--- src/rtl/ma_xif_pkg.sv ---
// Shared types for the CV-X-IF issue queue: per-entry state, entry header, default opcode.
package ma_xif_pkg;

  localparam logic [6:0] OPCODE_DEFAULT = 7'h2B;

  typedef enum logic [2:0] {
    ST_FREE,
    ST_WAIT_OPS,
    ST_WAIT_COMMIT,
    ST_READY_NOOPS,
    ST_READY,
    ST_KILLED
  } entry_state_e;

  typedef struct packed {
    entry_state_e state;
    logic [31:0]  instr;
  } entry_hdr_t;

  function automatic logic is_live(input entry_state_e s);
    return (s != ST_FREE) && (s != ST_KILLED);
  endfunction

endpackage

--- src/rtl/ma_iq_entry.sv ---
// One issue-queue slot: tracks operand/commit progress of a single offloaded instruction.
// Exposes kill_evt_o only when MA_IQ_KILL_COUNTER_EN is defined.
module ma_iq_entry
  import ma_xif_pkg::*;
#(
  parameter int ID_WIDTH = 4,
  parameter int XLEN     = 64
) (
  input  logic                clk,
  input  logic                rst_n,
  input  logic                alloc_i,
  input  logic [31:0]         alloc_instr_i,
  input  logic [ID_WIDTH-1:0] alloc_id_i,
  input  logic                reg_valid_i,
  input  logic [ID_WIDTH-1:0] reg_id_i,
  input  logic [XLEN-1:0]     rs1_i,
  input  logic [XLEN-1:0]     rs2_i,
  input  logic                commit_valid_i,
  input  logic [ID_WIDTH-1:0] commit_id_i,
  input  logic                commit_kill_i,
  input  logic                free_i,
  output entry_hdr_t          hdr_o,
  output logic [ID_WIDTH-1:0] id_o,
  output logic [XLEN-1:0]     rs1_o,
`ifdef MA_IQ_KILL_COUNTER_EN
  output logic                kill_evt_o,
`endif
  output logic [XLEN-1:0]     rs2_o
);

  entry_state_e        state_q, state_d, base_st;
  logic [31:0]         instr_q;
  logic [ID_WIDTH-1:0] id_q, eff_id;
  logic [XLEN-1:0]     rs1_q, rs2_q;
  logic                reg_hit, cmt_hit, has_ops, committed;

  // A slot being allocated this cycle already answers to the incoming id.
  always_comb begin
    base_st   = alloc_i ? ST_WAIT_OPS : state_q;
    eff_id    = alloc_i ? alloc_id_i : id_q;
    reg_hit   = reg_valid_i && (eff_id == reg_id_i) &&
                ((base_st == ST_WAIT_OPS) || (base_st == ST_READY_NOOPS));
    cmt_hit   = commit_valid_i && (eff_id == commit_id_i) && is_live(base_st);
    has_ops   = reg_hit || (base_st == ST_WAIT_COMMIT) || (base_st == ST_READY);
    committed = cmt_hit || (base_st == ST_READY_NOOPS) || (base_st == ST_READY);
    state_d   = base_st;
    if (free_i) begin
      state_d = ST_FREE;
    end else if (cmt_hit && commit_kill_i) begin
      state_d = ST_KILLED;
    end else if (is_live(base_st)) begin
      if (has_ops && committed) state_d = ST_READY;
      else if (committed)       state_d = ST_READY_NOOPS;
      else if (has_ops)         state_d = ST_WAIT_COMMIT;
      else                      state_d = ST_WAIT_OPS;
    end
  end

  always_ff @(posedge clk or negedge rst_n) begin
    if (!rst_n) begin
      state_q <= ST_FREE;
      instr_q <= '0;
      id_q    <= '0;
      rs1_q   <= '0;
      rs2_q   <= '0;
    end else begin
      state_q <= state_d;
      if (alloc_i) begin
        instr_q <= alloc_instr_i;
        id_q    <= alloc_id_i;
      end
      if (reg_hit && !free_i) begin
        rs1_q <= rs1_i;
        rs2_q <= rs2_i;
      end
    end
  end

  assign hdr_o.state = state_q;
  assign hdr_o.instr = instr_q;
  assign id_o        = id_q;
  assign rs1_o       = rs1_q;
  assign rs2_o       = rs2_q;
`ifdef MA_IQ_KILL_COUNTER_EN
  assign kill_evt_o  = !free_i && cmt_hit && commit_kill_i;
`endif

endmodule

--- src/rtl/ma_xif_issue_queue.sv ---
// In-order CV-X-IF issue queue feeding an accelerator; killed entries drain silently.
// Define MA_IQ_KILL_COUNTER_EN to enable the saturating killed-instruction counter.
module ma_xif_issue_queue
  import ma_xif_pkg::*;
#(
  parameter int         DEPTH    = 4,
  parameter int         ID_WIDTH = 4,
  parameter int         XLEN     = 64,
  parameter logic [6:0] OPCODE   = OPCODE_DEFAULT
) (
  input  logic                       clk,
  input  logic                       rst_n,
  input  logic                       issue_valid_i,
  output logic                       issue_ready_o,
  input  logic [31:0]                issue_instr_i,
  input  logic [ID_WIDTH-1:0]        issue_id_i,
  output logic                       issue_accept_o,
  input  logic                       register_valid_i,
  output logic                       register_ready_o,
  input  logic [ID_WIDTH-1:0]        register_id_i,
  input  logic [XLEN-1:0]            rs1_i,
  input  logic [XLEN-1:0]            rs2_i,
  input  logic                       commit_valid_i,
  input  logic [ID_WIDTH-1:0]        commit_id_i,
  input  logic                       commit_kill_i,
  output logic                       out_valid_o,
  input  logic                       out_ready_i,
  output logic [31:0]                out_instr_o,
  output logic [ID_WIDTH-1:0]        out_id_o,
  output logic [XLEN-1:0]            out_rs1_o,
  output logic [XLEN-1:0]            out_rs2_o,
  output logic [$clog2(DEPTH):0]     occupancy_o,
  output logic [15:0]                killed_count_o
);

  localparam int AW    = $clog2(DEPTH);
  localparam int OCC_W = AW + 1;

  logic [OCC_W-1:0]    wr_ptr_q, wr_ptr_d, rd_ptr_q, rd_ptr_d;
  logic [AW-1:0]       head_idx, tail_idx;
  logic                full, enq, deq;
  entry_state_e        head_st;
  entry_hdr_t          hdr     [DEPTH];
  logic [ID_WIDTH-1:0] id_arr  [DEPTH];
  logic [XLEN-1:0]     rs1_arr [DEPTH];
  logic [XLEN-1:0]     rs2_arr [DEPTH];
  logic [DEPTH-1:0]    alloc_vec, free_vec;
`ifdef MA_IQ_KILL_COUNTER_EN
  logic [DEPTH-1:0]    kill_vec;
`endif

  assign head_idx = rd_ptr_q[AW-1:0];
  assign tail_idx = wr_ptr_q[AW-1:0];
  assign full     = (wr_ptr_q[AW] != rd_ptr_q[AW]) && (head_idx == tail_idx);

  assign issue_accept_o   = (issue_instr_i[6:0] == OPCODE);
  assign issue_ready_o    = !full;
  assign register_ready_o = 1'b1;
  assign enq              = issue_valid_i && !full && issue_accept_o;

  assign head_st     = hdr[head_idx].state;
  assign out_valid_o = (head_st == ST_READY);
  assign deq         = (out_valid_o && out_ready_i) || (head_st == ST_KILLED);
  assign out_instr_o = hdr[head_idx].instr;
  assign out_id_o    = id_arr[head_idx];
  assign out_rs1_o   = rs1_arr[head_idx];
  assign out_rs2_o   = rs2_arr[head_idx];
  assign occupancy_o = wr_ptr_q - rd_ptr_q;

  for (genvar g = 0; g < DEPTH; g++) begin : g_entry
    assign alloc_vec[g] = enq && (tail_idx == AW'(g));
    assign free_vec[g]  = deq && (head_idx == AW'(g));

    ma_iq_entry #(
      .ID_WIDTH (ID_WIDTH),
      .XLEN     (XLEN)
    ) u_entry (
      .clk            (clk),
      .rst_n          (rst_n),
      .alloc_i        (alloc_vec[g]),
      .alloc_instr_i  (issue_instr_i),
      .alloc_id_i     (issue_id_i),
      .reg_valid_i    (register_valid_i),
      .reg_id_i       (register_id_i),
      .rs1_i          (rs1_i),
      .rs2_i          (rs2_i),
      .commit_valid_i (commit_valid_i),
      .commit_id_i    (commit_id_i),
      .commit_kill_i  (commit_kill_i),
      .free_i         (free_vec[g]),
      .hdr_o          (hdr[g]),
      .id_o           (id_arr[g]),
      .rs1_o          (rs1_arr[g]),
`ifdef MA_IQ_KILL_COUNTER_EN
      .kill_evt_o     (kill_vec[g]),
`endif
      .rs2_o          (rs2_arr[g])
    );
  end

  always_comb begin
    wr_ptr_d = enq ? wr_ptr_q + OCC_W'(1) : wr_ptr_q;
    rd_ptr_d = deq ? rd_ptr_q + OCC_W'(1) : rd_ptr_q;
  end

  always_ff @(posedge clk or negedge rst_n) begin
    if (!rst_n) begin
      wr_ptr_q <= '0;
      rd_ptr_q <= '0;
    end else begin
      wr_ptr_q <= wr_ptr_d;
      rd_ptr_q <= rd_ptr_d;
    end
  end

`ifdef MA_IQ_KILL_COUNTER_EN
  logic [15:0]      kcnt_q, kcnt_d;
  logic [OCC_W-1:0] kill_num;
  logic [16:0]      ksum;

  // Several slots can be killed in one cycle if ids alias, so sum them.
  always_comb begin
    kill_num = '0;
    for (int k = 0; k < DEPTH; k++) kill_num = kill_num + OCC_W'(kill_vec[k]);
    ksum   = {1'b0, kcnt_q} + 17'(kill_num);
    kcnt_d = ksum[16] ? 16'hFFFF : ksum[15:0];
  end

  always_ff @(posedge clk or negedge rst_n) begin
    if (!rst_n) kcnt_q <= '0;
    else        kcnt_q <= kcnt_d;
  end

  assign killed_count_o = kcnt_q;
`else
  assign killed_count_o = '0;
`endif

endmodule

--- config.mk ---
export PLATFORM = sky130hd
export DESIGN_NAME = ma_xif_issue_queue
export DESIGN_NICKNAME = d
export VERILOG_FILES = /design/src/rtl/ma_xif_pkg.sv /design/src/rtl/ma_iq_entry.sv /design/src/rtl/ma_xif_issue_queue.sv
export SDC_FILE = /design/constraint.sdc
export NUM_CORES = 1
export LEC_CHECK = 0
export ABC_CLOCK_PERIOD_IN_PS = 4800
export CAP_MARGIN = 20
export CORE_MARGIN = 1.5
export CORE_UTILIZATION = 40
export DETAILED_ROUTE_END_ITERATION = 7
export MAX_ROUTING_LAYER = met4
export PLACE_DENSITY = 0.66
export SYNTH_ARGS = -nofsm -noshare
export SYNTH_HDL_FRONTEND = slang
export SYNTH_SLANG_ARGS = --single-unit
--- constraint.sdc ---
create_clock -name clk -period 4.8 [get_ports clk]
set_clock_uncertainty 0.05 [all_clocks]
set_input_delay 0.96 -clock clk [delete_from_list [all_inputs] [get_ports clk]]
set_output_delay 0.96 -clock clk [all_outputs]
set_load 0.01 [all_outputs]
==> impl_metrics.csv <==
group,metric,value,unit
layout,utilization,0.501,
critical_path,critPathBufInv,2,
run_status,status,"complete, no violations",
logic_synthesis,synth_top_area_cell,"dfrtp_1",
critical_path,critPathLaunchType,"flop",
critical_path,crit_chain,"buf_4 > mux4_2 > clkdlybuf4s50_1",
timing,fmax,239,MHz
critical_path,critPathKind,"flop to output pin",
floorplanning,core,0.0759,mm²
place,dp_hpwl,49300,µm
global_routing,antenna_found_initial,9,
timing,timing.setup.tns,0,ns
logic_synthesis,synth_common_cells,"dfrtp_1, nand2_1, mux2_2, mux2_1, mux4_2",
timing,setup_viol_count_final,0,
routing,wirelength,76900,µm
routing,vias,18900,
critical_path,cp_slowest_cell,"buf_4",
layout,final_nets,2677,
place,pre_cts_ws,0.580,ns
logic_synthesis,yosysTopAreaCellShare,0.550,
floorplanning,dieHeight,280,µm
logic_synthesis,postSynth.asyncResetShare,1.00,
layout,drive_gt1_frac,0.276,
logic_synthesis,synth_ff_type,"dfrtp_1",
cts,ctsHtreeMaxLevel,3,
global_routing,grt_max_degree,115,
routing,drt_iter0_markers,963,
floorplanning,dieArea,0.0784,mm²
place,io_buffers,348,
timing,period_needed,4.18,ns
floorplanning,rows,101,
hold_path,hp-start,"g_entry[0].u_entry.instr_q[25]$_DFFE_PN0P_",
cts,cts_buffer_depth,3,
logic_synthesis,syn_inst,2140,
critical_path,crit_family,"buffers and inverters",
critical_path,crit_path_end_kind,"output pin",
hold_path,hold_end,"g_entry[0].u_entry.instr_q[25]$_DFFE_PN0P_",
cts,post_cts_buffers,0,
logic_synthesis,ys_ff_latch,674,
critical_path,critPathMaxFanout,41,
critical_path,cp-startpoint,"rd_ptr_q[0]$_DFFE_PN0P_",
power_and_ir_drop,irDropWorstVdd,0.000593,V
timing,fin_ws,0.622,ns
logic_synthesis,yosys-top-cells-area,"dfrtp_1, mux2_2, mux4_2",
global_routing,grtUsageTotal,0.205,
layout,area_delta_synth_final,24.0,%
critical_path,cp_data_arrival_time,3.17,ns
routing,post_drt_wl_per_cell,21.5,µm
global_routing,grt_first_pass_wirelength,121000,µm
critical_path,required,3.79,ns
floorplanning,start_util,0.404,
timing,period_share,0.870,
logic_synthesis,ys.warnings.count,0,
cts,cts.clk_slew.worst_paths,0.06,ns
routing,drc,0,
cts,clock_latency,0.60,ns
logic_synthesis,synth_edf_count,0,
floorplanning,die_w,280,µm
layout,fillers,6443,
critical_path,rr_endpoint,"g_entry[2].u_entry.rs1_o[6]$_DFFE_PN0P_",
logic_synthesis,synth.most_common_cell,"dfrtp_1",
global_routing,grt_pass1_vias,21000,
routing,dr.pass1.iters,5,
flow_run,maxCapViolations,0,
routing,ant_nets,0,
logic_synthesis,syn_area,0.0307,mm²
logic_synthesis,synth.distinct_cells,73,
critical_path,slowest_delay,0.73,ns
logic_synthesis,seq_area_frac_synth,0.550,
place,place_congestion,0.869,
critical_path,r2r_start,"rd_ptr_q[0]$_DFFE_PN0P_",
cts,clock_sinks,674,
logic_synthesis,avgSynthCellArea,14.3,µm²
cts,cts_hold_buffers,0,
global_routing,grt.overflow.total,0,
timing,rsz0062_at_grt,"false",
timing,final_max_slew_viol_count,0,
critical_path,reg2reg_setup_slack,0.99,ns
critical_path,reg2reg_depth,10,
floorplanning,top_level_ports,366,
power_and_ir_drop,power.density,542,mW/mm²
timing,worstMarginPinSlew,1.07,ns
cts,ctsResizeCount,0,
cts,clock_tree.root_cell,"clkbuf_16",
routing,viasPerCell,5.26,
timing,hold_viol,0,
hold_path,hold_class,"flop to flop",
hold_path,hold_depth,2,
power_and_ir_drop,p_leak,0.0175,µW
cts,cts_tree,"yes",
timing,slew_headroom,0.286,
cts,numCtsBuffers,78,
## metal layers
| metal | GRT usage | vias up | wire, µm |
|---|---|---|---|
| li1 | - | 8349 | - |
| met5 | - | - | 0 |
| met2 | 0.336 | 437 | 38700 |
| met4 | 0.0753 | 0 | 2360 |
| met1 | 0.245 | 9934 | 31300 |
| met3 | 0.0500 | 141 | 4560 |
## power breakdown
group	switching [µW]	internal, µW
registers	771	7130
logic	2790	3890
clock network	2360	3700
total	5920	14700
## cell families after synthesis
logic type	after synthesis	share of synthesized area
mux	684	0.312
flops	674	0.550
simple gates	440	0.0617
buf+inv	179	0.0309
compound gates	102	0.0260
xor+xnor	40	0.0117
fa+ha+maj	19	0.00799
other cells	2	0.000245
## how the worst max path moves through the flow
stage	end	slack, ns	cells after the start
after floorplan	g_entry[1].u_entry.state_q[0]$_DFF_PN0_	1.32	11
after global placement	g_entry[3].u_entry.rs2_o[8]$_DFFE_PN0P_	0.61	10
after detailed placement	g_entry[3].u_entry.rs2_o[3]$_DFFE_PN0P_	0.58	10
after CTS	out_rs2_o[32]	0.49	3
after global routing	out_rs2_o[36]	0.40	3
final	out_rs2_o[36]	0.62	3
## worst min-delay path, stage by stage, from the launching register on
cell,delay [ns]
dfrtp_1,0.34
nand2_1,0.05
nand2_1,0.04
## per-stage QoR
| step | instances | power [µW] | hold WS [ns] | instance area [µm²] |
|---|---|---|---|---|
| final | 3583 | 20600 | 0.412 | 38000 |
| after global routing | 3582 | 21700 | 0.419 | 38000 |
| after CTS | 3573 | 21000 | 0.414 | 38000 |
| after detailed placement | 3429 | 14800 | 0.397 | 35300 |
| after global placement | 3429 | 14500 | 0.394 | 35300 |
| after floorplan | 2155 | 11700 | 0.379 | 30700 |
## cell type report
cell class	instances	area (µm²)	area share
multi-input combinational	1302	13000	0.341
antenna	10	25.0	0.000658
clock buffer	119	2380	0.0626
timing repair buffer	400	4120	0.108
clock inverter	25	283	0.00743
tap	1030	1290	0.0339
inverter	23	86.3	0.00227
sequential	674	16900	0.444
## cells in the final DEF (no fill, tap or decap), types with 6 or more instances in the layout
| master | instances |
|---|---|
| xor2_1 | 11 |
| mux2_1 | 180 |
| mux4_2 | 166 |
| o31ai_1 | 6 |
| clkdlybuf4s50_1 | 347 |
| nor3_1 | 11 |
| buf_4 | 33 |
| conb_1 | 17 |
| nand2b_1 | 21 |
| buf_12 | 19 |
| ha_1 | 18 |
| xnor2_1 | 28 |
| a21oi_1 | 12 |
| inv_1 | 23 |
| and2_1 | 19 |
| clkinv_2 | 13 |
| o21ai_0 | 19 |
| mux2_2 | 334 |
| diode_2 | 10 |
| clkbuf_1 | 18 |
| dfrtp_1 | 672 |
| nand2_1 | 338 |
| clkbuf_8 | 19 |
| o22ai_1 | 6 |
| clkbuf_16 | 82 |
| a211oi_1 | 8 |
| nor2_1 | 15 |
## flip-flops by register name (all words and copies together) (netlist names)
name                     cells
g_entry.u_entry.id_o        16
g_entry.u_entry.instr_q    128
g_entry.u_entry.rs1_o      256
g_entry.u_entry.rs2_o      256
g_entry.u_entry.state_q     12
rd_ptr_q                     3
wr_ptr_q                     3
Power figures use the tool's default switching activity.
